<file path="src/rtl/fu_op_sequencer.sv">
// rtl/fu_op_sequencer.sv - issue sequencer between decode and the combinational function unit
//
// Accepts one operation at a time over a request valid/ready handshake,
// presents registered operands to the function unit, waits FU_LAT cycles for
// the unit to settle, then captures its result and flags. The result goes back
// over a response valid/ready handshake, and the status register is updated
// when the operation asks for it.
//
// Ports:
//   clk, rst                 clock, asynchronous active-high reset
//   req_valid/req_ready      request handshake
//   req_fs/a/b/sh            function select, operands, shift amount
//   req_fwd_a                use the last completed result as operand A
//   req_setflags             let this operation update the status register
//   req_tag                  destination tag, returned with the result
//   fu_a/b/fs/sh             registered drive to the function unit
//   fu_f, fu_v/c/n/z         function unit result and flags
//   rsp_valid/rsp_ready      response handshake
//   rsp_f, rsp_tag, rsp_err  captured result, tag, illegal-code flag
//   sts_v/c/n/z              architectural status register

module fu_op_sequencer #(
    parameter int FU_LAT = 1,
    parameter int TAG_W  = 5
) (
    input  logic             clk,
    input  logic             rst,
    input  logic             req_valid,
    output logic             req_ready,
    input  logic [3:0]       req_fs,
    input  logic [31:0]      req_a,
    input  logic [31:0]      req_b,
    input  logic [4:0]       req_sh,
    input  logic             req_fwd_a,
    input  logic             req_setflags,
    input  logic [TAG_W-1:0] req_tag,
    output logic [31:0]      fu_a,
    output logic [31:0]      fu_b,
    output logic [3:0]       fu_fs,
    output logic [4:0]       fu_sh,
    input  logic [31:0]      fu_f,
    input  logic             fu_v,
    input  logic             fu_c,
    input  logic             fu_n,
    input  logic             fu_z,
    output logic             rsp_valid,
    input  logic             rsp_ready,
    output logic [31:0]      rsp_f,
    output logic [TAG_W-1:0] rsp_tag,
    output logic             rsp_err,
    output logic             sts_v,
    output logic             sts_c,
    output logic             sts_n,
    output logic             sts_z
);

    localparam logic [1:0] S_IDLE = 2'd0;
    localparam logic [1:0] S_EXEC = 2'd1;
    localparam logic [1:0] S_RESP = 2'd2;

    localparam logic [2:0] LAT = 3'(FU_LAT);

    logic [1:0]       state;
    logic [2:0]       cnt;
    logic [31:0]      last_f;
    logic [TAG_W-1:0] tag_q;
    logic             setflags_q;
    logic             fs_illegal;

    // Legality is judged on the registered code actually driven to the unit.
    always_comb begin
        fs_illegal = 1'b1;
        case (fu_fs)
            4'b0000, 4'b0010, 4'b0101, 4'b1000, 4'b1001,
            4'b1010, 4'b1011, 4'b1100, 4'b1101, 4'b1110: fs_illegal = 1'b0;
            default:                                     fs_illegal = 1'b1;
        endcase
    end

    // Held low while reset is asserted so nothing is offered during reset.
    assign req_ready = (state == S_IDLE) && !rst;
    assign rsp_valid = (state == S_RESP);

    always_ff @(posedge clk or posedge rst) begin
        if (rst) begin
            state      <= S_IDLE;
            cnt        <= 3'd0;
            fu_a       <= 32'd0;
            fu_b       <= 32'd0;
            fu_fs      <= 4'd0;
            fu_sh      <= 5'd0;
            last_f     <= 32'd0;
            tag_q      <= '0;
            setflags_q <= 1'b0;
            rsp_f      <= 32'd0;
            rsp_tag    <= '0;
            rsp_err    <= 1'b0;
            sts_v      <= 1'b0;
            sts_c      <= 1'b0;
            sts_n      <= 1'b0;
            sts_z      <= 1'b0;
        end else begin
            case (state)
                S_IDLE: begin
                    if (req_valid) begin
                        fu_a       <= req_fwd_a ? last_f : req_a;
                        fu_b       <= req_b;
                        fu_fs      <= req_fs;
                        fu_sh      <= req_sh;
                        tag_q      <= req_tag;
                        setflags_q <= req_setflags;
                        cnt        <= LAT;
                        state      <= S_EXEC;
                    end
                end
                S_EXEC: begin
                    cnt <= cnt - 3'd1;
                    if (cnt == 3'd1) begin
                        rsp_f   <= fu_f;
                        last_f  <= fu_f;
                        rsp_tag <= tag_q;
                        rsp_err <= fs_illegal;
                        if (setflags_q && !fs_illegal) begin
                            sts_v <= fu_v;
                            sts_c <= fu_c;
                            sts_n <= fu_n;
                            sts_z <= fu_z;
                        end
                        state <= S_RESP;
                    end
                end
                S_RESP: begin
                    if (rsp_ready) begin
                        state <= S_IDLE;
                    end
                end
                default: begin
                    state <= S_IDLE;
                end
            endcase
        end
    end

endmodule

</file>
<file path="config.mk">
export PLATFORM = sky130hd
export DESIGN_NAME = fu_op_sequencer
export DESIGN_NICKNAME = d
export VERILOG_FILES = /design/src/rtl/fu_op_sequencer.sv
export SDC_FILE = /design/constraint.sdc
export NUM_CORES = 1
export LEC_CHECK = 0
export ABC_CLOCK_PERIOD_IN_PS = 4850
export BUFFER_PORTS_ARGS = -buffer_cell sky130_fd_sc_hd__buf_2
export CORE_MARGIN = 2
export CORE_UTILIZATION = 25
export CTS_CLUSTER_DIAMETER = 100
export DETAILED_ROUTE_END_ITERATION = 10
export PLACE_DENSITY = 0.5
export SYNTH_ARGS = -nofsm -noshare
export SYNTH_HDL_FRONTEND = slang
export SYNTH_SLANG_ARGS = --single-unit
</file>
<file path="constraint.sdc">
create_clock -name clk -period 4.85 [get_ports clk]
set_clock_uncertainty 0.15 [all_clocks]
set_input_delay 0.7275 -clock clk [delete_from_list [all_inputs] [get_ports clk]]
set_output_delay 0.7275 -clock clk [all_outputs]
set_load 0.03 [all_outputs]
</file>
Word-level counts from Yosys, hierarchy flattened. Memory sizes are Yosys's and may differ from the RTL's. Cells that the tools add are included.

$add $sub $neg: 1. Equality and inequality tests: 6. Mux-type cells: 7. Reduce and logical (&&, ||, !) cells: 11.

Operators with widths (count): 32-bit two-way mux (1); 2-bit two-way mux (3); 2-bit case mux with 3 select lines (1); 3-bit case mux with 2 select lines (1); 2-bit AND reduction (3); 3-bit AND reduction (2); 2-bit inequality test, second input constant (2); 3-bit by 1-bit == test with 1-bit output, second input constant (1); 3-bit two-way mux (1); 3-bit by 1-bit subtractor with 3-bit output, second input constant (1); 2-bit by 1-bit == test with 1-bit output, second input constant (1); 2-bit == test, second input constant (1); 1-bit logical AND (2); 1-bit logical NOT (2); 2-bit logical NOT (1); 2-bit by 1-bit inequality test with 1-bit output, second input constant (1); 2-bit nonzero test (1).

Flip-flop bits (word level): 126. Memory bits (read-only): 16. Memories: 1.

Memories: (name not given) (words 16, width 1, rd ports 1, clocked after Yosys merged registers in 0, wr ports 0, line 73) `case (fu_fs)`.

Logic depth before layout (Yosys ltp). Gate-level depths: netlist (run 1). An unclocked memory read counts as a cell.

Depth in word-level cells: 4. Depth in mapped cells: 7.

Worst setup path before layout (run 1). OpenSTA, ideal clock, no wires.

Path type: input to output. Start: input rst. End: output req_ready. Data arrival time: 1.379 ns. Setup slack: 2.593 ns. Stages: 1. Cells stage by stage: nor3_1.

Cells in the longest elaborated chain, start to end: 2.

Ends and longest elaborated chain: from (decl) (line 27) `input logic rst,`; 1-bit logical NOT (no line); 1-bit logical AND (line 81) `assign req_ready = (state == S_IDLE) && !rst;`; to (decl) (line 29) `output logic req_ready,`.

Every way passes these cells.

Worst setup path in the final report (run 1).
Start: register cnt[1]. End: register rsp_err.

Cells in the longest elaborated chain, start to end: 2.

Ends and longest elaborated chain: from (decl) (line 64) `logic [2:0] cnt;`; from (signal assigned) (line 117) `cnt <= cnt - 3'd1;`; 3-bit by 1-bit == test with 1-bit output (line 118) `if (cnt == 3'd1) begin`; 2-bit AND reduction (no line); to (signal assigned) (line 122) `rsp_err <= fs_illegal;`; to (decl) (line 50) `output logic rsp_err,`.

Every way passes these cells. A chain may end at the register's enable or synchronous reset.

==> results of run 1 <==
## worst paths after layout
| check | from | endpoint | slack, ns | cells past startpoint |
|---|---|---|---|---|
| worst min register to register | tag_q[3] | rsp_tag[3] | 0.32 | 2 |
| worst min-delay path | tag_q[3] | rsp_tag[3] | 0.32 | 2 |
| min in group asynchronous | rst | last_f[8] | 0.39 | 2 |
| max in group asynchronous | rst | fu_a[18] | 3.23 | 3 |
| worst max register to register | cnt[1] | rsp_err | 2.57 | 4 |
| worst max-delay path | cnt[1] | rsp_err | 2.57 | 4 |
## Yosys cell counts (all sizes together)
cell type	instances	area share
o21ai	9	0.0086
mux2i	32	0.061
nand2	114	0.082
nand4bb	1	0.0022
and4bb	1	0.0024
o21bai	1	0.0014
nor4bb	4	0.0077
o211ai	4	0.0057
or2b	1	0.0014
or3b	1	0.0017
nand2b	3	0.0036
buf	25	0.033
nor2	32	0.023
a21oi	32	0.031
mux2	47	0.10
nor3b	2	0.0050
clkbuf	3	0.0022
a41oi	4	0.0067
a31oi	1	0.0012
a22o	1	0.0017
dfrtp	126	0.60
nand3	4	0.0038
a31o	1	0.0017
ha	2	0.0048
inv	6	0.0043
nor3	1	0.00096
## layer usage
metal,vias to the layer above,GRT usage,wire length (µm)
met1,2000,0.1641,6228
met2,147,0.2127,6747
met4,2,0.03714,149
met3,12,0.05491,1201
met5,-,0,13
li1,2012,-,-
## worst register-to-register path, cell delays in order (launching register included)
cell      delay (ns)
dfrtp_1         0.37
inv_1           0.07
ha_1            0.19
and4bb_2        0.95
mux2_2          0.42
## layout make-up
| cell class | count | area, µm² |
|---|---|---|
| clock buffer | 17 | 425.4 |
| fill | 2102 | 13150 |
| multi-input combinational | 298 | 1879 |
| clock inverter | 15 | 185.2 |
| tap | 270 | 337.8 |
| timing repair buffer | 240 | 1211 |
| inverter | 6 | 27.53 |
| sequential | 126 | 3153 |
## kinds of logic after synthesis
| logic type | Yosys count | synth area share |
|---|---|---|
| adders and majority gates | 2 | 0.004782 |
| DFF | 126 | 0.6026 |
| buffers and inverters | 34 | 0.03921 |
| and+or+nand+nor | 164 | 0.1334 |
| AOI/OAI and AO/OA | 53 | 0.05763 |
| muxes | 79 | 0.1624 |
## state kept, by name (all words and copies together), names as in the netlist, 2 cells and up
name	count
last_f	32
rsp_tag	5
fu_fs	4
fu_sh	5
fu_b	32
tag_q	5
state	2
fu_a	32
cnt	3
## layout by cell type, fill, tap and decap left out, drive strengths merged
cell type / instances
a21oi: 32
a22o: 1
a31o: 1
a31oi: 1
a41oi: 4
and4bb: 1
buf: 240
bufinv: 3
clkbuf: 17
clkinv: 7
clkinvlp: 2
dfrtp: 126
ha: 2
inv: 9
mux2: 47
mux2i: 32
nand2: 114
nand2b: 3
nand3: 4
nand4bb: 1
nor2: 32
nor3: 1
nor3b: 2
nor4bb: 4
o211ai: 4
o21ai: 9
o21bai: 1
or2b: 1
or3b: 1
## per-stage QoR
stage                     instance area [µm²]  worst slack, ns  total power, µW  std cells  hold WS (ns)
after floorplan                          5233           0.6166             3765        458        0.2848
after global placement                   6609            2.471             4509        940        0.2988
after detailed placement                 6609            2.460             4532        940        0.3048
after CTS                                7219            2.491             5884        972        0.3223
after global routing                     7219            2.404             6183        972        0.3358
final                                    7219            2.568             5779        972        0.3172
## where the power goes
group	internal, µW	leakage (µW)	switching, µW	total, µW
Clock	815	0.000294	505	1320
Combinational	836	0.00186	1720	2560
Sequential	1570	0.00147	334	1900
==> flow_summary_export.csv, run 1 <==
group,metric,value,unit
routing,dr.pass1.iters,4,
clock_tree,post_cts_buffers,0,
yosys,yosysSeqAreaShare,0.6026,
clock_tree,clk_path_buf_depth,2,
clock_tree,clk_pin_slew,0.06,ns
layout,synthToLayoutAreaGrowth,37.97,%
timing,fin_crit,2.282,ns
floorplan,io_pins,237,
floorplan,die_h,148.7,µm
timing,report.final.slew_viol_count,0,
layout,utilization,0.3545,
placement,portBuffers,236,
global_routing,grt_max_degree,102,
global_routing,antenna_found_initial,1,
yosys,syn_inst,458,
critical_path,critPathKind,"register to register",
routing,wl_per_cell,14.75,µm
timing,tightest_slew,1.054,ns
global_routing,grt_first_pass_wirelength,22.73,mm
critical_path,slowest_stage,"and4bb_2",
critical_path,crit_path_max_fanout,42,
timing,hold_viol,0,
critical_path,worst_ep_required_time,4.99,ns
routing,drt_iter0_drc,184,
placement,place_hpwl,9.895,mm
critical_path,cp_cell_sequence,"inv_1 -> ha_1 -> and4bb_2 -> mux2_2",
routing,wl,14.34,mm
critical_path,cp_top_family,"simple AND/OR/NAND/NOR gates",
power_and_ir_drop,p_per_area,800.5,nW/µm²
timing,rsz0062_at_grt,"false",
clock_tree,cts_tree,"built",
yosys,syn_nets,580,
floorplan,start_util,0.2569,
global_routing,overflow,0,
power_and_ir_drop,p_leak,0.003619,µW
routing,drc,0,
critical_path,cp_num_buf_inv,1,
floorplan,core,20360,µm²
power_and_ir_drop,vdd.ir_drop.worst,0.0002847,V
critical_path,crit_path_start_kind,"register",
timing,min_period_over_period,0.4706,
clock_tree,ctsHtreeMaxLevel,4,
clock_tree,cts_root_buf,"clkbuf_16",
timing,setup_viol,0,
placement,place.gp.congestion,0.7324,
clock_tree,cts_hold_buf,0,
routing,vias_per_cell,4.293,
yosys,postSynthAreaPerCell,11.42,µm²
global_routing,grt_pass1_vias,4286,
timing,relSlewSlack,0.2972,
critical_path,critPathArrivalTime,2.43,ns
clock_tree,cts_resized,0,
timing,tns,0,ns
critical_path,cpPeakStageDelay,0.95,ns
layout,n_antenna_cell,0,
yosys,yosys_warnings,0,
timing,fmax,0.4381,GHz
clock_tree,cts_made_buffers,17,
worst_hold_path,hold_path.class,"register to register",
flow_run,cap_violations,0,
yosys,ys_types,30,
critical_path,critPathCaptureType,"register",
layout,drive_gt1_frac,0.4459,
floorplan,die_x,148.7,µm
floorplan,rows,52,
yosys,synth_area,5233,µm²
status,status,"finished clean",
yosys,ys_seq_elements,126,
routing,num_vias,4173,
clock_tree,clock-sinks,126,
routing,ant_nets,0,
clock_tree,clk_latency,0.41,ns
layout,nets,811,
global_routing,grt_usage,0.1323,
floorplan,die-area,22100,µm²
(Power assumes the default switching activity.)
==> run 2: changes to the inputs <==
--- a/config.mk
+++ b/config.mk
@@ -5,7 +5,7 @@
 export SDC_FILE = /design/constraint.sdc
 export NUM_CORES = 1
 export LEC_CHECK = 0
-export ABC_CLOCK_PERIOD_IN_PS = 4850
+export ABC_CLOCK_PERIOD_IN_PS = 2150
 export BUFFER_PORTS_ARGS = -buffer_cell sky130_fd_sc_hd__buf_2
 export CORE_MARGIN = 2
 export CORE_UTILIZATION = 25
==> constraint.sdc (replaced) <==
create_clock -name clk -period 2.15 [get_ports clk]
set_clock_uncertainty 0.15 [all_clocks]
set_input_delay 0.3225 -clock clk [delete_from_list [all_inputs] [get_ports clk]]
set_output_delay 0.3225 -clock clk [all_outputs]
set_load 0.03 [all_outputs]
==> run 2 against run 1 <==
  * Register-to-register slack lost 2.3 ns
  * Non-clock buffer count grew 88
  * Critical endpoint is now fu_b[19]
  * Via count grew 7.0%
  * Global-route usage grew 0.93 points
  * Routed wire length grew 6.4%
  * Count of clock-buffer cells in the layout grew 4
  * Hold slack lost 0.26 ns
  * Sequential cell count is the same
  * Cell count grew 9.1%
  * Combinational power grew 130%
  * Largest cell class unchanged
  * Design area grew 13%
==> flow_summary_export.csv, run 2 (synthesis results as in run 1) <==
group,metric,value,unit
layout,top_regs,"fu_a x32, fu_b x32, last_f x32",
floorplan,die-area,22100,µm²
global_routing,grt_max_degree,65,
layout,nets,899,
power_and_ir_drop,vdd.ir_drop.worst,0.0007469,V
layout,multi_input_comb_area,1879,µm²
routing,ant_nets,0,
worst_hold_path,hold_path.class,"input pin to register",
critical_path,r2r_cells,3,
placement,post-place-ws,0.3159,ns
routing,wl,15.26,mm
timing,fmax,0.5426,GHz
layout,nFillCells,2008,
status,status,"finished clean",
critical_path,worst_ep_required_time,2.29,ns
timing,rsz0062_at_grt,"false",
placement,place.gp.congestion,0.7512,
routing,drc,0,
layout,drive_gt1_frac,0.4038,
floorplan,die_x,148.7,µm
layout,register_area,3153,µm²
layout,instances_no_fill,1060,
critical_path,r2r_start,"state[0]",
floorplan,core,20360,µm²
timing,min_period_over_period,0.8572,
timing,relSlewSlack,0.7353,
power_and_ir_drop,p_int,7404,µW
global_routing,grt_first_pass_wirelength,24.38,mm
timing,report.final.slew_viol_count,0,
critical_path,cp_top_family,"flip-flops",
layout,synthToLayoutAreaGrowth,55.24,%
critical_path,critPathArrivalTime,1.98,ns
placement,dp.cells,947,
critical_path,reg2reg_slack,0.31,ns
clock_tree,cts_root_buf,"clkbuf_16",
floorplan,start_util,0.2569,
routing,dr.pass1.iters,4,
layout,final_cell_mix,"buf_2, dfrtp_1, nand2_1",
clock_tree,cts_tree,"built",
timing,fin_crit,1.843,ns
clock_tree,clk_latency,0.41,ns
global_routing,antenna_found_initial,0,
timing,tightest_slew,0.3963,ns
placement,portBuffers,236,
critical_path,cp_cell_sequence,"nor3b_4 -> buf_12 -> mux2_2",
routing,wl_per_cell,14.39,µm
timing,tns,0,ns
power_and_ir_drop,switching_power,5827,µW
critical_path,rr_endpoint,"fu_b[19]",
worst_hold_path,worstHoldEndpoint,"sts_n",
clock_tree,clock-sinks,126,
power_and_ir_drop,combinationalPowerShare,0.454,
timing,setup_viol,0,
routing,vias_per_cell,4.211,
timing,hold_slack,0.05738,ns
power_and_ir_drop,pwr-share-clk,0.219,
placement,place_hpwl,10.48,mm
timing,fin_ws,0.3070,ns
critical_path,critPathKind,"register to register",
routing,num_vias,4464,
layout,utilization,0.3989,
clock_tree,ctsHtreeMaxLevel,4,
worst_hold_path,whs_path_depth,3,
clock_tree,cts_made_buffers,17,
routing,drt_iter0_drc,113,
clock_tree,clk_pin_slew,0.05,ns
global_routing,overflow,0,
critical_path,cpPeakStageDelay,0.48,ns
power_and_ir_drop,p_sw_frac,0.4404,
floorplan,die_h,148.7,µm
critical_path,crit_path_max_fanout,58,
global_routing,grt_pass1_vias,4739,
power_and_ir_drop,p_leak,0.003995,µW
critical_path,crit_path_start_kind,"register",
power_and_ir_drop,p_per_area,1629,nW/µm²
timing,hold_viol,0,
critical_path,slowest_stage,"dfrtp_1",
clock_tree,clk_path_buf_depth,2,
critical_path,cp_num_buf_inv,1,
floorplan,io_pins,237,
flow_run,cap_violations,0,
layout,n_antenna_cell,0,
global_routing,grt_usage,0.1416,
power_and_ir_drop,pwr-share-seq,0.326,
clock_tree,post_cts_buffers,0,
critical_path,critPathCaptureType,"register",
layout,mostFrequentLayoutCell,"buf_2",
worst_hold_path,hp-start,"fu_n",
floorplan,rows,52,
run 2: power by group through the flow:
| stage | logic [µW] | registers [µW] | clock network [µW] |
|---|---|---|---|
| detailed placement | 5960 | 4360 | 0 |
| finish | 6010 | 4320 | 2900 |
| CTS | 6090 | 4330 | 3010 |
| global route | 6500 | 4500 | 3130 |
| floorplan | 2230 | 6270 | 0 |
| global placement | 5910 | 4350 | 0 |
run 2: per-layer routing:
metal / vias to the layer above / routed length, µm / GRT usage
met5: - / 0 / 0
met4: 0 / 210 / 0.04905
met3: 17 / 1114 / 0.04693
met2: 158 / 7247 / 0.2363
met1: 2098 / 6685 / 0.1720
li1: 2191 / - / -
run 2: worst reg2reg max path: stages, from the launching register on:
cell and delay (ns):
dfrtp_1 0.48, nor3b_4 0.33, buf_12 0.30, mux2_2 0.46
run 2: timing repair:
item	CTS	global route
gates resized for setup	0	0
hold endpoints to repair	93	0
hold buffers	81	0
run 2: cell type report:
cell class,instances,share of cell area
Sequential cell,126,0.3882
Clock inverter,11,0.01617
Multi-Input combinational cell,298,0.2314
Timing Repair Buffer,328,0.2616
Inverter,6,0.003235
Tap cell,270,0.04159
Clock buffer,21,0.05792
run 2: how the worst max path moves through the flow:
stage / slack [ns] / to / start / depth (start not counted)
2_1_floorplan: 0.12 / cnt[0] / rst / 1
4_1_cts: 0.30 / rsp_valid / state[0] / 3
3_5_place_dp: 0.32 / fu_b[19] / state[0] / 3
5_1_grt: 0.24 / fu_b[19] / state[0] / 3
3_3_place_gp: 0.34 / fu_b[13] / state[0] / 3
6_report: 0.31 / fu_b[19] / state[0] / 3
run 2: per-stage QoR:
step                      cell area, µm²  power (µW)
final                               8123       13230
after global routing                8123       14120
after CTS                           8123       13430
after detailed placement            6710       10320
after global placement              6710       10260
after floorplan                     5236        8494
==> run 3: changes to the inputs <==
--- a/config.mk
+++ b/config.mk
@@ -11,6 +11,7 @@
 export CORE_UTILIZATION = 25
 export CTS_CLUSTER_DIAMETER = 100
 export DETAILED_ROUTE_END_ITERATION = 10
+export GPL_TIMING_DRIVEN = 0
 export PLACE_DENSITY = 0.5
 export SYNTH_ARGS = -nofsm -noshare
 export SYNTH_HDL_FRONTEND = slang
==> run 3 against run 2 <==
  * Core utilization up 0.10 points
  * Largest cell class unchanged
  * Worst setup slack worse by 0.072 ns
  * Total power down 0.90%
  * Highest routed layer is now met5
  * Design area up 0.26%
  * Routed wire length up 8.5%
  * Sequential power down 0.9%
  * Sequential cell count unchanged
  * Critical endpoint is now sts_z
  * Via count up 1.7%
==> flow_summary_export.csv, run 3 (synthesis results as in run 1) <==
group,metric,value,unit
global_routing,overflow,0,
layout,top_regs,"fu_a x32, fu_b x32, last_f x32",
critical_path,critPathArrivalTime,2.10,ns
critical_path,critPathKind,"register to register",
global_routing,grt_pass1_vias,4807,
floorplan,die-area,22100,µm²
timing,relSlewSlack,0.7272,
floorplan,start_util,0.2569,
global_routing,grt_first_pass_wirelength,25.83,mm
floorplan,io_pins,237,
critical_path,crit_path_max_fanout,10,
routing,drc,0,
clock_tree,ctsHtreeMaxLevel,4,
layout,mostFrequentLayoutCell,"buf_2",
layout,n_antenna_cell,0,
layout,synthToLayoutAreaGrowth,55.64,%
timing,fin_crit,1.915,ns
floorplan,die_x,148.7,µm
routing,met3_length,997,µm
global_routing,grt_max_degree,40,
critical_path,cp_cell_sequence,"ha_1 -> nand4bb_1 -> clkbuf_1 -> buf_2 -> o21ai_0 -> o211ai_1",
timing,rsz0062_at_grt,"false",
clock_tree,cts_tree,"built",
worst_hold_path,hp-start,"fu_n",
layout,instances_no_fill,1079,
routing,met1_length,7.487,mm
power_and_ir_drop,p_per_area,1610,nW/µm²
timing,tightest_slew,0.4092,ns
clock_tree,cts_resized,0,
timing,tns,0,ns
placement,portBuffers,235,
routing,top_layer,"met5",
global_routing,grt_usage,0.1512,
critical_path,worst_ep_required_time,2.33,ns
layout,utilization,0.3999,
routing,wl_per_cell,15.35,µm
critical_path,slowest_stage,"dfrtp_1",
routing,drt_iter0_drc,94,
timing,fin_ws,0.2354,ns
layout,nets,918,
timing,hold_viol,0,
floorplan,core,20360,µm²
floorplan,die_h,148.7,µm
layout,drive_gt1_frac,0.4141,
routing,dr.pass1.iters,4,
flow_run,cap_violations,0,
clock_tree,clock-sinks,126,
clock_tree,clk_pin_slew,0.06,ns
power_and_ir_drop,p_leak,0.004043,µW
floorplan,rows,52,
global_routing,antenna_found_initial,1,
worst_hold_path,hold_path.class,"input pin to register",
power_and_ir_drop,vdd.ir_drop.worst,0.0008109,V
routing,wl_met2,7.946,mm
status,status,"finished clean",
placement,post-place-ws,0.1793,ns
clock_tree,cts_hold_buf,81,
critical_path,cpPeakStageDelay,0.41,ns
clock_tree,clk_path_buf_depth,2,
routing,num_vias,4539,
layout,final_cell_mix,"buf_2, dfrtp_1, nand2_1",
placement,place_hpwl,11.56,mm
critical_path,crit_start,"cnt[0]",
critical_path,critPathCaptureType,"register",
placement,dp.cells,966,
critical_path,crit_path_start_kind,"register",
timing,report.final.slew_viol_count,0,
clock_tree,clk_latency,0.41,ns
timing,hold_slack,0.05269,ns
critical_path,r2r_start,"cnt[0]",
timing,min_period_over_period,0.8905,
routing,wl,16.56,mm
routing,ant_nets,0,
routing,vias_per_cell,4.207,
placement,place.gp.congestion,0.7632,
clock_tree,post_cts_buffers,0,
clock_tree,cts_root_buf,"clkbuf_16",
timing,setup_viol,0,
clock_tree,cts_made_buffers,17,
timing,fmax,0.5223,GHz
[run 3: cell types whose count changed in the layout (fill, tap and decap cells not counted), moves of 2 or more]
cell	before	now
clkbuf_1	1	3
bufinv_16	2	0
buf_4	7	11
clkinv_2	1	8
clkbuf_8	3	0
buf_6	0	3
buf_2	236	246
[run 3: per-stage QoR]
stage / area (µm²) / power (µW)
global placement: 6750 / 10490
floorplan: 5236 / 8494
detailed placement: 6810 / 10540
global route: 8144 / 14010
finish: 8144 / 13110
CTS: 8144 / 13300
[run 3: area by class of cell]
cell class,count,area (µm²)
clock inverter,15,97.59
sequential,126,3153
timing repair buffer,319,2047
fill,1997,12220
clock buffer,17,425.4
multi-input combinational,298,1874
buffer,28,182.7
inverter,6,26.28
tap,270,337.8
[run 3: worst max-delay path: cells and delay by family, from the launching register on]
kind                     cells  cell delay, ns
buffers and inverters        2            0.71
AO/OA/AOI/OAI                2            0.23
AND/OR/NAND/NOR              1            0.10
flip-flops                   1            0.41
adder cells (fa/ha/maj)      1            0.23
[run 3: where the power goes]
part | switching (µW) | total [µW] | internal (µW) | leakage, µW
clock | 1110 | 2580 | 1460 | 0.000259
combinational | 4110 | 6260 | 2140 | 0.00232
sequential | 742 | 4280 | 3540 | 0.00147
total | 5970 | 13100 | 7140 | 0.00404
[run 3: path summary, 6_finish.rpt]
check | slack (ns) | endpoint | cells past startpoint
worst max-delay path | 0.24 | sts_z | 6
worst min-delay path | 0.05 | sts_n | 3
worst max register to register | 0.24 | sts_z | 6
worst min register to register | 0.31 | rsp_tag[0] | 2
max in group asynchronous | 0.74 | tag_q[0] | 5
min in group asynchronous | 0.32 | last_f[11] | 3
[run 3: routing by layer]
layer  global-route usage  vias to the layer above
li1                     -                     2215
met1               0.1923                     2156
met2               0.2532                      157
met3              0.04417                        9
met4              0.03857                        2
met5                    0                        -
